### config.mk
export PLATFORM = sky130hd
export DESIGN_NAME = writeback_arbiter_flat
export DESIGN_NICKNAME = d
export VERILOG_FILES = /design/src/rtl/writeback_arbiter_pkg.sv /design/src/rtl/writeback_arbiter_if.sv /design/src/rtl/writeback_arbiter_wb_fifo.sv /design/src/rtl/writeback_arbiter.sv /design/src/flat_wrapper.sv
export SDC_FILE = /design/constraint.sdc
export NUM_CORES = 1
export LEC_CHECK = 0
export BUFFER_PORTS_ARGS = -buffer_cell sky130_fd_sc_hd__buf_4
export CAP_MARGIN = 20
export CORE_UTILIZATION = 40
export CTS_BUF_LIST = sky130_fd_sc_hd__clkbuf_4 sky130_fd_sc_hd__clkbuf_8
export DETAILED_ROUTE_END_ITERATION = 7
export PLACE_DENSITY = 0.67
export SLEW_MARGIN = 15
export SYNTH_ARGS = -nofsm -noshare
export SYNTH_HDL_FRONTEND = slang
export SYNTH_SLANG_ARGS = --single-unit
### constraint.sdc
create_clock -name clk -period 2.8 [get_ports clk]
set_input_delay 0.14 -clock clk [delete_from_list [all_inputs] [get_ports clk]]
set_output_delay 0.14 -clock clk [all_outputs]
set_load 0.05 [all_outputs]
### src/rtl/writeback_arbiter_pkg.sv
// Shared types and constants for the writeback arbiter: register-file geometry,
// the load-result buffer entry and a one-hot helper for the busy scoreboard.
package writeback_arbiter_pkg;

  localparam int XLEN               = 32;
  localparam int REG_ADDR_W         = 5;
  localparam int REGS               = 32;
  localparam int DEFAULT_FIFO_DEPTH = 4;

  typedef logic [REG_ADDR_W-1:0] reg_addr_t;

  typedef struct packed {
    logic [4:0]  rd;
    logic [31:0] data;
  } wb_entry_t;

  function automatic logic [REGS-1:0] reg_onehot(input reg_addr_t r);
    logic [REGS-1:0] v;
    v    = '0;
    v[r] = 1'b1;
    return v;
  endfunction

endpackage

### src/rtl/writeback_arbiter_if.sv
// Bundle of ALU/load result inputs, issue/lookup ports and the register-file
// write port. The arbiter takes the slave side; the producer side is master.
interface writeback_arbiter_if
  import writeback_arbiter_pkg::*;
#(
  parameter int XLEN = writeback_arbiter_pkg::XLEN
);
  logic            alu_valid;
  reg_addr_t       alu_rd;
  logic [XLEN-1:0] alu_data;
  logic            mem_valid;
  logic            mem_ready;
  reg_addr_t       mem_rd;
  logic [XLEN-1:0] mem_data;
  logic            issue_valid;
  reg_addr_t       issue_rd;
  reg_addr_t       rd_addrA;
  reg_addr_t       rd_addrB;
  logic            busyA;
  logic            busyB;
  reg_addr_t       wr_addr;
  logic [XLEN-1:0] wr_data;
  logic            RegWrite;

  modport master (
    output alu_valid, alu_rd, alu_data,
    output mem_valid, mem_rd, mem_data,
    output issue_valid, issue_rd, rd_addrA, rd_addrB,
    input  mem_ready, busyA, busyB, wr_addr, wr_data, RegWrite
  );

  modport slave (
    input  alu_valid, alu_rd, alu_data,
    input  mem_valid, mem_rd, mem_data,
    input  issue_valid, issue_rd, rd_addrA, rd_addrB,
    output mem_ready, busyA, busyB, wr_addr, wr_data, RegWrite
  );

endinterface

### src/rtl/writeback_arbiter_wb_fifo.sv
// In-order buffer for accepted load results. Push is ignored when full and pop
// when empty; the head is read straight from storage (no bypass of push data).
module wb_fifo
  import writeback_arbiter_pkg::*;
#(
  parameter int DEPTH = DEFAULT_FIFO_DEPTH,
  localparam int PTR_W = $clog2(DEPTH),
  localparam int CNT_W = PTR_W + 1
) (
  input  logic             clk,
  input  logic             rst,
  input  logic             push,
  input  logic             pop,
  input  wb_entry_t        din,
  output wb_entry_t        dout,
  output logic             full,
  output logic             empty,
  output logic [CNT_W-1:0] count
);

  wb_entry_t        mem_q [DEPTH];
  wb_entry_t        mem_d [DEPTH];
  logic [PTR_W-1:0] rd_ptr_q, rd_ptr_d;
  logic [PTR_W-1:0] wr_ptr_q, wr_ptr_d;
  logic [CNT_W-1:0] count_q, count_d;
  logic             do_push_s;
  logic             do_pop_s;

  assign full      = (count_q == CNT_W'(DEPTH));
  assign empty     = (count_q == {CNT_W{1'b0}});
  assign count     = count_q;
  assign dout      = mem_q[rd_ptr_q];
  assign do_push_s = push && !full;
  assign do_pop_s  = pop && !empty;

  always_comb begin
    mem_d    = mem_q;
    rd_ptr_d = rd_ptr_q;
    wr_ptr_d = wr_ptr_q;
    count_d  = count_q;
    if (do_push_s) begin
      mem_d[wr_ptr_q] = din;
      wr_ptr_d        = wr_ptr_q + PTR_W'(1);
    end else begin
      wr_ptr_d = wr_ptr_q;
    end
    if (do_pop_s) begin
      rd_ptr_d = rd_ptr_q + PTR_W'(1);
    end else begin
      rd_ptr_d = rd_ptr_q;
    end
    // Simultaneous push and pop leave the occupancy unchanged.
    case ({do_push_s, do_pop_s})
      2'b10:   count_d = count_q + CNT_W'(1);
      2'b01:   count_d = count_q - CNT_W'(1);
      default: count_d = count_q;
    endcase
  end

  always_ff @(posedge clk) begin
    if (rst) begin
      rd_ptr_q <= {PTR_W{1'b0}};
      wr_ptr_q <= {PTR_W{1'b0}};
      count_q  <= {CNT_W{1'b0}};
    end else begin
      rd_ptr_q <= rd_ptr_d;
      wr_ptr_q <= wr_ptr_d;
      count_q  <= count_d;
    end
  end

  always_ff @(posedge clk) begin
    mem_q <= mem_d;
  end

endmodule

### src/rtl/writeback_arbiter.sv
// Single register-file write port shared by the ALU (priority) and a buffered
// load path, plus a busy scoreboard for registers with outstanding loads.
module writeback_arbiter
  import writeback_arbiter_pkg::*;
#(
  parameter int FIFO_DEPTH = DEFAULT_FIFO_DEPTH,
  parameter int XLEN       = writeback_arbiter_pkg::XLEN,
  parameter int REGS       = writeback_arbiter_pkg::REGS
) (
  input  logic               clk,
  input  logic               rst,
  writeback_arbiter_if.slave bus
);

  localparam int CNT_W = $clog2(FIFO_DEPTH) + 1;

  logic [CNT_W-1:0] fifo_count_s;
  logic             fifo_full_s;
  logic             fifo_empty_s;
  wb_entry_t        mem_entry_s;
  wb_entry_t        head_s;
  logic             mem_ready_s;
  logic             push_s;
  logic             pop_s;

  logic             reg_write_q, reg_write_d;
  reg_addr_t        wr_addr_q, wr_addr_d;
  logic [XLEN-1:0]  wr_data_q, wr_data_d;
  logic [REGS-1:0]  busy_q, busy_d;
  logic [REGS-1:0]  set_mask_s;
  logic [REGS-1:0]  clr_mask_s;

  // Ready depends on current occupancy only; a same-cycle pop gives no credit.
  assign mem_ready_s = (fifo_count_s < CNT_W'(FIFO_DEPTH));
  assign push_s      = bus.mem_valid && mem_ready_s && !fifo_full_s;
  assign mem_entry_s = {bus.mem_rd, bus.mem_data};

  wb_fifo #(
    .DEPTH (FIFO_DEPTH)
  ) u_wb_fifo (
    .clk   (clk),
    .rst   (rst),
    .push  (push_s),
    .pop   (pop_s),
    .din   (mem_entry_s),
    .dout  (head_s),
    .full  (fifo_full_s),
    .empty (fifo_empty_s),
    .count (fifo_count_s)
  );

  always_comb begin
    pop_s       = 1'b0;
    reg_write_d = 1'b0;
    wr_addr_d   = wr_addr_q;
    wr_data_d   = wr_data_q;
    clr_mask_s  = '0;
    if (bus.alu_valid) begin
      reg_write_d = (bus.alu_rd != 5'd0);
      wr_addr_d   = bus.alu_rd;
      wr_data_d   = bus.alu_data;
    end else if (!fifo_empty_s) begin
      pop_s       = 1'b1;
      reg_write_d = (head_s.rd != 5'd0);
      wr_addr_d   = head_s.rd;
      wr_data_d   = head_s.data;
      clr_mask_s  = reg_onehot(head_s.rd);
    end else begin
      reg_write_d = 1'b0;
    end
    // A new issue to the register being retired this cycle keeps it busy.
    set_mask_s = (bus.issue_valid && (bus.issue_rd != 5'd0)) ? reg_onehot(bus.issue_rd) : '0;
    busy_d     = (busy_q & ~clr_mask_s) | set_mask_s;
    busy_d[0]  = 1'b0;
  end

  always_ff @(posedge clk) begin
    if (rst) begin
      reg_write_q <= 1'b0;
      wr_addr_q   <= 5'd0;
      wr_data_q   <= {XLEN{1'b0}};
      busy_q      <= {REGS{1'b0}};
    end else begin
      reg_write_q <= reg_write_d;
      wr_addr_q   <= wr_addr_d;
      wr_data_q   <= wr_data_d;
      busy_q      <= busy_d;
    end
  end

  assign bus.mem_ready = mem_ready_s;
  assign bus.RegWrite  = reg_write_q;
  assign bus.wr_addr   = wr_addr_q;
  assign bus.wr_data   = wr_data_q;
  assign bus.busyA     = busy_q[bus.rd_addrA];
  assign bus.busyB     = busy_q[bus.rd_addrB];

endmodule

### src/flat_wrapper.sv
// flat-port wrapper written by rule: the top's interface ports become plain ports
module writeback_arbiter_flat import writeback_arbiter_pkg::*;
#(
  parameter int FIFO_DEPTH = DEFAULT_FIFO_DEPTH,
  parameter int XLEN       = writeback_arbiter_pkg::XLEN,
  parameter int REGS       = writeback_arbiter_pkg::REGS
)
  (clk, rst, bus_alu_valid, bus_alu_rd, bus_alu_data, bus_mem_valid, bus_mem_rd, bus_mem_data, bus_issue_valid, bus_issue_rd, bus_rd_addrA, bus_rd_addrB, bus_mem_ready, bus_busyA, bus_busyB, bus_wr_addr, bus_wr_data, bus_RegWrite);
  writeback_arbiter_if #(.XLEN(XLEN)) bus_i ();
  input  logic clk;
  input  logic rst;
  input wire logic [$bits(bus_i.alu_valid)-1:0] bus_alu_valid;
  input wire logic [$bits(bus_i.alu_rd)-1:0] bus_alu_rd;
  input wire logic [$bits(bus_i.alu_data)-1:0] bus_alu_data;
  input wire logic [$bits(bus_i.mem_valid)-1:0] bus_mem_valid;
  input wire logic [$bits(bus_i.mem_rd)-1:0] bus_mem_rd;
  input wire logic [$bits(bus_i.mem_data)-1:0] bus_mem_data;
  input wire logic [$bits(bus_i.issue_valid)-1:0] bus_issue_valid;
  input wire logic [$bits(bus_i.issue_rd)-1:0] bus_issue_rd;
  input wire logic [$bits(bus_i.rd_addrA)-1:0] bus_rd_addrA;
  input wire logic [$bits(bus_i.rd_addrB)-1:0] bus_rd_addrB;
  output wire logic [$bits(bus_i.mem_ready)-1:0] bus_mem_ready;
  output wire logic [$bits(bus_i.busyA)-1:0] bus_busyA;
  output wire logic [$bits(bus_i.busyB)-1:0] bus_busyB;
  output wire logic [$bits(bus_i.wr_addr)-1:0] bus_wr_addr;
  output wire logic [$bits(bus_i.wr_data)-1:0] bus_wr_data;
  output wire logic [$bits(bus_i.RegWrite)-1:0] bus_RegWrite;
  assign bus_i.alu_valid = bus_alu_valid;
  assign bus_i.alu_rd = bus_alu_rd;
  assign bus_i.alu_data = bus_alu_data;
  assign bus_i.mem_valid = bus_mem_valid;
  assign bus_i.mem_rd = bus_mem_rd;
  assign bus_i.mem_data = bus_mem_data;
  assign bus_i.issue_valid = bus_issue_valid;
  assign bus_i.issue_rd = bus_issue_rd;
  assign bus_i.rd_addrA = bus_rd_addrA;
  assign bus_i.rd_addrB = bus_rd_addrB;
  assign bus_mem_ready = bus_i.mem_ready;
  assign bus_busyA = bus_i.busyA;
  assign bus_busyB = bus_i.busyB;
  assign bus_wr_addr = bus_i.wr_addr;
  assign bus_wr_data = bus_i.wr_data;
  assign bus_RegWrite = bus_i.RegWrite;
  writeback_arbiter #(.FIFO_DEPTH(FIFO_DEPTH), .XLEN(XLEN), .REGS(REGS)) u_core (.clk(clk), .rst(rst), .bus(bus_i));
endmodule
Yosys cells after proc, flatten, opt, wreduce, memory -nomap -nowiden:

Index checks and enable logic that the tools add are counted.

* reductions and logical operators: 15
* eq/ne operators: 4
* bitwise logic cells: 5
* $add $sub $neg: 4
* order comparisons: 10
* multiplexer cells: 26

Operators by type and width (count)
* 32-bit two-way mux: 5
* 148-bit bitwise mux: 1
* 37-bit two-way mux: 3
* 37-bit binary-select mux with 2-bit select: 1
* 37-bit demux with 2-bit select: 1
* 32-bit AND: 1
* 32-bit NOT: 1
* 32-bit bitwise OR: 1
* 5-bit by 6-bit < comparator with 1-bit output, second input constant: 4
* 5-bit nonzero test: 3
* 1-bit binary-select mux with 5-bit select: 2
* 1-bit demux with 5-bit select: 2
* 5-bit by 1-bit >= comparator with 1-bit output, second input constant: 2
* 5-bit two-way mux: 2
* 1-bit logical AND: 8
* 1-bit two-way mux: 8
* 3-bit >= comparator, second input constant: 2
* 2-bit NOT with 3-bit output: 2
* 3-bit case mux with 2 select lines: 1
* 2-bit by 1-bit adder with 2-bit output, second input constant: 2
* 3-bit by 1-bit adder with 3-bit output, second input constant: 1
* 3-bit equality test, second input constant: 1
* 3-bit zero test: 1
* 3-bit by 1-bit < comparator with 1-bit output, second input constant: 1
* 7 further kinds: 8

* bits of input ports: 94
* output and inout bits: 41
* flip-flop bits (word level): 225

Longest topological paths before layout:

Gate-level depths: netlist (run 1).

* depth after elaboration: 13
* gate-level depth with buffers: 9
* mapped depth without buffers: 8

By module:

From an unflattened synthesis (run 1), not the netlist that was laid out.

* cell total of the unflattened synthesis: 688
* area total of the unflattened synthesis: 9320.2 um^2

Modules (own cells, without submodules)
* wb_fifo: area an instance 5760.5 um^2, cells each 243, times used 1
* writeback_arbiter: area an instance 3559.7 um^2, cells each 445, times used 1

Least setup slack after synthesis (run 1):

OpenSTA, ideal clock, no wires.

* path kind: register to register
* start: reg u_core.u_wb_fifo.count_q[2] (netlist: u_core.u_wb_fifo.count[2])
* end: reg u_core.u_wb_fifo.count_q[2] (netlist: u_core.u_wb_fifo.count[2])
* buffers on the path: 1
* slack: 698 ps
* setup time: 70 ps
* required time: 2730 ps
* period minus slack after synthesis: 2102 ps
* stages on the path, launching flop included: 10
* arrival time: 2031 ps
* cell sequence: dfxtp_1 -> nor3_1 -> buf_2 -> nor2_1 -> ha_1 -> inv_1 -> fa_1 -> xor2_1 -> or3_1 -> a21oi_1

* word-level cells in the longest chain between the ends: 6

RTL lines
* start, declared: line writeback_arbiter_wb_fifo.sv:25 `logic [CNT_W-1:0] count_q, count_d;`
* start signal, assigned: line writeback_arbiter_wb_fifo.sv:64 `count_q <= {CNT_W{1'b0}};`
* start signal, assigned: line writeback_arbiter_wb_fifo.sv:68 `count_q <= count_d;`
* 3-bit zero test (*): line writeback_arbiter_wb_fifo.sv:30 `assign empty = (count_q == {CNT_W{1'b0}});`
* 1-bit two-way mux: line writeback_arbiter.sv:62 `end else if (!fifo_empty_s) begin`
* 1-bit two-way mux: line writeback_arbiter.sv:58 `if (bus.alu_valid) begin`
* 1-bit logical AND (*): line writeback_arbiter_wb_fifo.sv:34 `assign do_pop_s = pop && !empty;`
* net u_core.u_wb_fifo.do_pop_s: line writeback_arbiter_wb_fifo.sv:27 `logic do_pop_s;`
* 2-bit by 1-bit equality test with 1-bit output or 2-bit equality test (tied branches): line writeback_arbiter_wb_fifo.sv:53 `case ({do_push_s, do_pop_s})`
* 3-bit case mux with 2 select lines or 2-bit nonzero test (tied branches)

The timed path passes the listed nets; every way through them passes the cells marked *.
A chain may end at the register's enable or synchronous reset.

Worst setup path after layout (run 1):

* start: reg u_core.busy_q[14]
* end: out bus_busyA

* word-level cells in the longest chain between the ends: 2

RTL lines
* start, declared: line writeback_arbiter.sv:29 `logic [REGS-1:0] busy_q, busy_d;`
* start signal, assigned: line writeback_arbiter.sv:82 `busy_q <= {REGS{1'b0}};`
* start signal, assigned: line writeback_arbiter.sv:87 `busy_q <= busy_d;`
* 1-bit binary-select mux with 5-bit select: line writeback_arbiter.sv:95 `assign bus.busyA = busy_q[bus.rd_addrA];`
* 1-bit two-way mux (not written as such): line writeback_arbiter.sv:95
* end, declared: line flat_wrapper.sv:23 `output wire logic [$bits(bus_i.busyA)-1:0] bus_busyA;`

Every way passes these cells. The select of a mux whose other input is x is not followed.

==> results of run 1 <==
==> repair_timing <==
| item | 4_1_cts | 5_1_grt |
|---|---|---|
| resized for setup | 0 | 0 |
| setup endpoints to repair | 0 | 0 |
| hold buffers | 80 | 0 |
| hold endpoints to repair | 204 | 0 |
==> area by class of cell <==
cell class / instances / area (um2)
well taps: 285 / 357
repair buffers: 227 / 1950
flip-flops and latches: 224 / 5970
clock buffers: 52 / 641
diodes: 1 / 2.50
clock inverters: 14 / 92.6
fillers: 1853 / 10600
inverters: 45 / 169
multi-input cells: 354 / 2900
==> final timing paths <==
path,startpoint,end,slack (ns),cells past startpoint
max reg2reg,u_core.u_wb_fifo.rd_ptr_q[0],u_core.busy_q[4],0.59,5
min,bus_issue_rd[4],u_core.busy_q[20],0.16,5
max,u_core.busy_q[14],bus_busyA,0.59,5
min reg2reg,u_core.busy_q[12],u_core.busy_q[12],0.49,2
==> sequential cells by signal, indices dropped and copies added (netlist names) <==
name                       count
u_core.u_wb_fifo.mem_q       148
u_core.u_wb_fifo.count         3
u_core.bus.wr_data            32
u_core.u_wb_fifo.wr_ptr_q      2
u_core.u_wb_fifo.rd_ptr_q      2
u_core.bus.wr_addr             5
u_core.busy_q                 31
u_core.bus.RegWrite            1
==> layout by cell type (no fill, tap or decap), types with 3 or more instances in the layout <==
cell type / count
nand4_1: 3
o21ai_1: 22
clkbuf_4: 12
buf_12: 4
clkbuf_8: 40
nand2_1: 73
a221oi_1: 37
ha_1: 5
nor2_1: 19
nand3b_1: 6
and2_2: 4
a21oi_1: 74
or3b_1: 3
buf_4: 143
inv_1: 45
clkinv_1: 8
xnor2_1: 3
mux2i_1: 10
dfxtp_1: 74
clkinvlp_4: 3
o21ai_0: 12
edfxtp_1: 148
nand2b_1: 4
dlygate4sd3_1: 80
nor2b_1: 3
mux4_2: 49
==> power groups by stage <==
stage               logic (mW)  registers, mW  clock network, mW
finish                    2.87           4.12               2.81
global placement          2.77           4.17                  0
floorplan                 1.53           4.55                  0
CTS                       2.89           4.12               2.87
global route              3.08           4.16               3.02
detailed placement        2.79           4.19                  0
==> worst max-delay path, delay by kind of cell (launching register included) <==
kind / cells / cell delay (ns)
AOI/OAI and AO/OA: 2 / 0.27
buffers and inverters: 1 / 0.19
DFF: 1 / 0.34
muxes: 2 / 0.75
==> layer usage <==
layer  track usage, %  up-vias  wire length (um)
met3             4.17       40              1330
met5                0        -                 0
met1             22.7     3099              8930
met2             32.3      205             10900
li1                 -     2972                 -
met4             6.71        0               504
==> cell families after synthesis <==
| logic type | after synthesis |
|---|---|
| flops | 224 |
| compound gates | 151 |
| simple gates | 132 |
| buf+inv | 89 |
| mux | 60 |
| fa+ha+maj | 6 |
| xor+xnor | 5 |
==> reports/qor.yml, run 1 <==
path_max_fanout: 3
synth_top_cells_by_count: "edfxtp_1, dfxtp_1, a21oi_1"
cts_tree: "built"
clockPowerShare_pct: 28.6
cts_setup_buffers: 0
setup_ws_ns: 0.592
route.detailed.wl_per_inst_um: 18.1
peakVddDrop_v: 0.000619
dieArea_um2: 23600
top_level_ports: 135
finish.utilization_pct: 53.4
critical_path_class: "reg2out"
synth.largest_area_cell: "edfxtp_1"
cp.required_ns: 2.66
finalNonFillerCells: 1202
grt_usage_pct: 18.6
p_int_mw: 6.64
start_util_pct: 40.7
clk_path_buf_depth: 3
synth.most_common_cell: "edfxtp_1"
dp.cells: 1055
finalHoldViolations: 0
synthXorXnorAreaFrac_pct: 0.475
first_pass_iters: 5
finalSetupTns_ns: 0
min_path_type: "in2reg"
cts-htree-levels: 2
cts_inserted_buffers: 36
ant_nets: 0
hold_slack_ns: 0.163
routed_wl_um: 21700
finalCritPeriodShare_pct: 78.9
power_frac_seq_pct: 42.1
vias: 6316
status: "finished, final reports clean"
root_buffer: "clkbuf_8"
power_mw: 9.80
placement.io_buffers: 134
dieWidth_um: 154
synth_edf_count: 148
area_growth_syn_to_layout_pct: 31.2
post-place-ws_ns: 0.577
maxSlewViolCount: 0
post-route-drc-count: 0
design.core.area_um2: 22600
nNetsFinal: 988
tightest_slew_ns: 0.866
final_cell_area_um2: 12100
yosys_warnings: 0
end_kind: "output port"
syn-cell-area_um2: 9210
row_count: 55
async_flop_share_pct: 0
fmax_mhz: 453
cts_sinks: 224
die_y_um: 154
netlist-cell-type-count: 42
p_per_area_nw_per_um2: 811
clock-skew-final_ns: 0.0229
clock_latency_ns: 0.52
antenna_found_initial: 1
synth_compound_area_share_pct: 9.95
relSlewSlack_pct: 42.3
overflow: 0
dpl_cell_area_um2: 10500
combPwrFrac_pct: 29.3
drive_above_1_share_pct: 28.9
clkSlewWorstSetupHoldPaths_ns: 0.06
crit_slowest_cell: "mux4_2"
synth_top_cell_area_share_pct: 48.2
grt_pass1_wl_um: 34100
setup_viol: 0
via_per_inst: 5.25
synth_top_family_by_area: "multiplexers"
ys.flop_type: "edfxtp_1"
yosys-top-cells-area: "edfxtp_1, dfxtp_1, mux4_2, a21oi_1, a221oi_1"
grt_max_degree: 81
cp_data_arrival_time_ns: 2.07
ys_ff_latch: 224
synthAdderAreaFrac_pct: 0.896
crit_path_cell_trace: "mux4_2 > a22oi_1 > o211ai_1 > mux2_2 > buf_4"
synthCells: 667
grt_pass1_vias: 6591
synthSimpleGateAreaFrac_pct: 6.86
fin_crit_ns: 2.21
synth_nets: 767
syn_avg_cell_area_um2: 13.8
power.leakage_nw: 4.43
synth_mux_area_share_pct: 13.2
switching_power_mw: 3.16
max_stage_delay_ns: 0.48
drtIter0Drc: 313
rsz0062_at_grt: "no"
start_kind: "flip-flop"
max_cap_violations: 0
gp_congestion: 0.847
netSwitchingFraction_pct: 32.3
ys_seq_area_share_pct: 64.7
dpl.hpwl_um: 13600
Note: power is estimated with default switching activity, not from simulation.
==> run 2, diff against run 1 <==
- ABC_AREA: default -> 1
- PLACE_DENSITY: 0.67 -> 0.69
- clock period: 2.8 -> 1.8 ns (I/O delays scaled with it)
==> run 2 against run 1 <==
Against the previous run: power grew 63%; critical path depth grew 4; clock-buffer cell count shrank 3; register-to-register slack lost 0.47 ns; cell count grew 31%; clock power grew 62%; non-clock buffer count grew 17; die area grew 4.2%; synthesized cell count grew 49%; cell area grew 5.3%; critical endpoint is now bus_busyB; largest cell class unchanged.
==> reports/qor.yml, run 2 <==
drive_above_1_share_pct: 22.5
post-place-ws_ns: 0.0885
synth_edf_count: 148
reg2reg_slack_ns: 0.12
grt_max_degree: 65
finalNonFillerCells: 1570
grt_pass1_vias: 7681
status: "finished, final reports clean"
ys_ff_latch: 224
crit_path_cell_trace: "inv_1 > nand2_1 > o211ai_1 > nand3_1 > nand3_1 > nand2_1 > nand2_1 > nand2_1 > buf_6"
nFillCells: 2054
start_util_pct: 40.8
peakVddDrop_v: 0.000953
path_max_fanout: 2
cp_num_buf_inv: 2
grt_pass1_wl_um: 38200
yosys_warnings: 0
ys_seq_area_share_pct: 62.1
overflow: 0
maxSlewViolCount: 0
cp.required_ns: 1.71
area_growth_syn_to_layout_pct: 32.4
min_path_type: "in2reg"
syn-cell-area_um2: 9610
synth.most_common_cell: "nand2_1"
antenna_found_initial: 0
async_flop_share_pct: 0
synth_nets: 1096
placement.io_buffers: 134
post-route-drc-count: 0
root_buffer: "clkbuf_8"
ys.flop_type: "edfxtp_1"
dieWidth_um: 157
top_level_ports: 135
syn_avg_cell_area_um2: 9.64
synth_top_cells_by_count: "nand2_1, edfxtp_1, o21ai_0"
synthCells: 996
design.core.area_um2: 23500
max_stage_delay_ns: 0.32
relSlewSlack_pct: 54.6
clock-skew-final_ns: 0.0361
fmax_mhz: 596
finalHoldViolations: 0
path_delay_family: "simple AND/OR/NAND/NOR gates"
start_kind: "flip-flop"
yosys-top-cells-area: "edfxtp_1, dfxtp_1, nand2_1, o21ai_0, nand3_1"
tightest_slew_ns: 0.675
critical_path_class: "reg2out"
routed_wl_um: 24400
cts-htree-levels: 2
synth.largest_area_cell: "edfxtp_1"
clock_latency_ns: 0.54
crit_path_frequent_cell: "nand2_1"
synth_top_cell_area_share_pct: 46.3
p_per_area_nw_per_um2: 1250
setup_ws_ns: 0.121
ant_nets: 0
grt_usage_pct: 19.8
final_common_cell: "nand2_1"
mostFrequentLayoutCells: "nand2_1, buf_4, edfxtp_1"
fin_crit_ns: 1.68
dpl.hpwl_um: 15200
regMostFlops: "u_core.u_wb_fifo.mem_q"
cts_inserted_buffers: 36
row_count: 56
via_per_inst: 5.07
n_antenna_cell: 0
setup_viol: 0
drtIter0Drc: 586
power_mw: 15.9
die_y_um: 157
dieArea_um2: 24600
cts_tree: "built"
max_cap_violations: 0
netlist-cell-type-count: 31
route.detailed.wl_per_inst_um: 15.5
finalCritPeriodShare_pct: 93.3
first_pass_iters: 5
dpl_cell_area_um2: 11100
nNetsFinal: 1325
vias: 7955
largest_register_ffs: 148
end_kind: "output port"
cts_sinks: 224
dp.cells: 1424
power.leakage_nw: 4.86
clkSlewWorstSetupHoldPaths_ns: 0.06
cp_data_arrival_time_ns: 1.59
crit_slowest_cell: "dfxtp_2"
final_cell_area_um2: 12700
clk_path_buf_depth: 3
gp_congestion: 0.913
## run 2: stage by stage
step / TNS (ns) / hold WS [ns] / utilization [%]
floorplan: -0.172 / 0.189 / -
global placement: 0 / 0.291 / 47.2
detailed placement: 0 / 0.292 / 47.2
CTS: 0 / 0.00570 / 53.9
global route: -0.00830 / 0.0298 / 54.0
finish: 0 / 0.0243 / 54.0
## run 2: final timing paths
check,startpoint,endpoint,cells past startpoint
min reg2reg,u_core.busy_q[6],u_core.busy_q[6],2
min,bus_issue_rd[1],u_core.busy_q[21],5
max,u_core.busy_q[6],bus_busyB,9
max reg2reg,u_core.u_wb_fifo.count[0],u_core.u_wb_fifo.count[2],9
## run 2: final cells by class
| class | instances | area (um2) | share of cell area (%) |
|---|---|---|---|
| flip-flops and latches | 224 | 5980 | 47.0 |
| well taps | 319 | 399 | 3.14 |
| clock inverters | 15 | 118 | 0.925 |
| inverters | 45 | 175 | 1.38 |
| repair buffers | 244 | 2120 | 16.7 |
| clock buffers | 49 | 649 | 5.10 |
| multi-input cells | 674 | 3280 | 25.8 |
## run 2: where the power goes
part | internal (mW) | switching [mW] | leakage (nW)
sequential | 6.18 | 0.282 | 1.99
combinational | 1.60 | 3.34 | 2.46
clock | 2.52 | 2.03 | 0.412
## run 2: cell families (layout without fill, tap and decap cells)
kind of cell | Yosys count | in the layout | share of synthesized area [%]
compound gates | 221 | 221 | 12.7
flops | 224 | 224 | 62.1
fa+ha+maj | 6 | 6 | 0.860
buf+inv | 98 | 353 | 4.48
simple gates | 447 | 447 | 19.8
## run 2: repair_timing
item | in CTS | in global routing
setup endpoints to repair | 0 | 17
hold buffers | 82 | 0
hold endpoints to repair | 208 | 0
buffers inserted | 0 | 0
resized for setup | 0 | 13
## run 2: tightest hold or removal path, stage by stage
cell	delay (ns)
buf_4	0.09
nor2_1	0.04
buf_4	0.16
nand2_1	0.07
a21oi_1	0.05
## run 2: metal layers
| metal | up-vias | track usage [%] | wire (um) |
|---|---|---|---|
| met3 | 37 | 3.22 | 1480 |
| met1 | 3726 | 25.9 | 10800 |
| met2 | 255 | 33.4 | 11600 |
| met5 | - | 0 | 0 |
| li1 | 3937 | - | - |
| met4 | 0 | 6.54 | 478 |
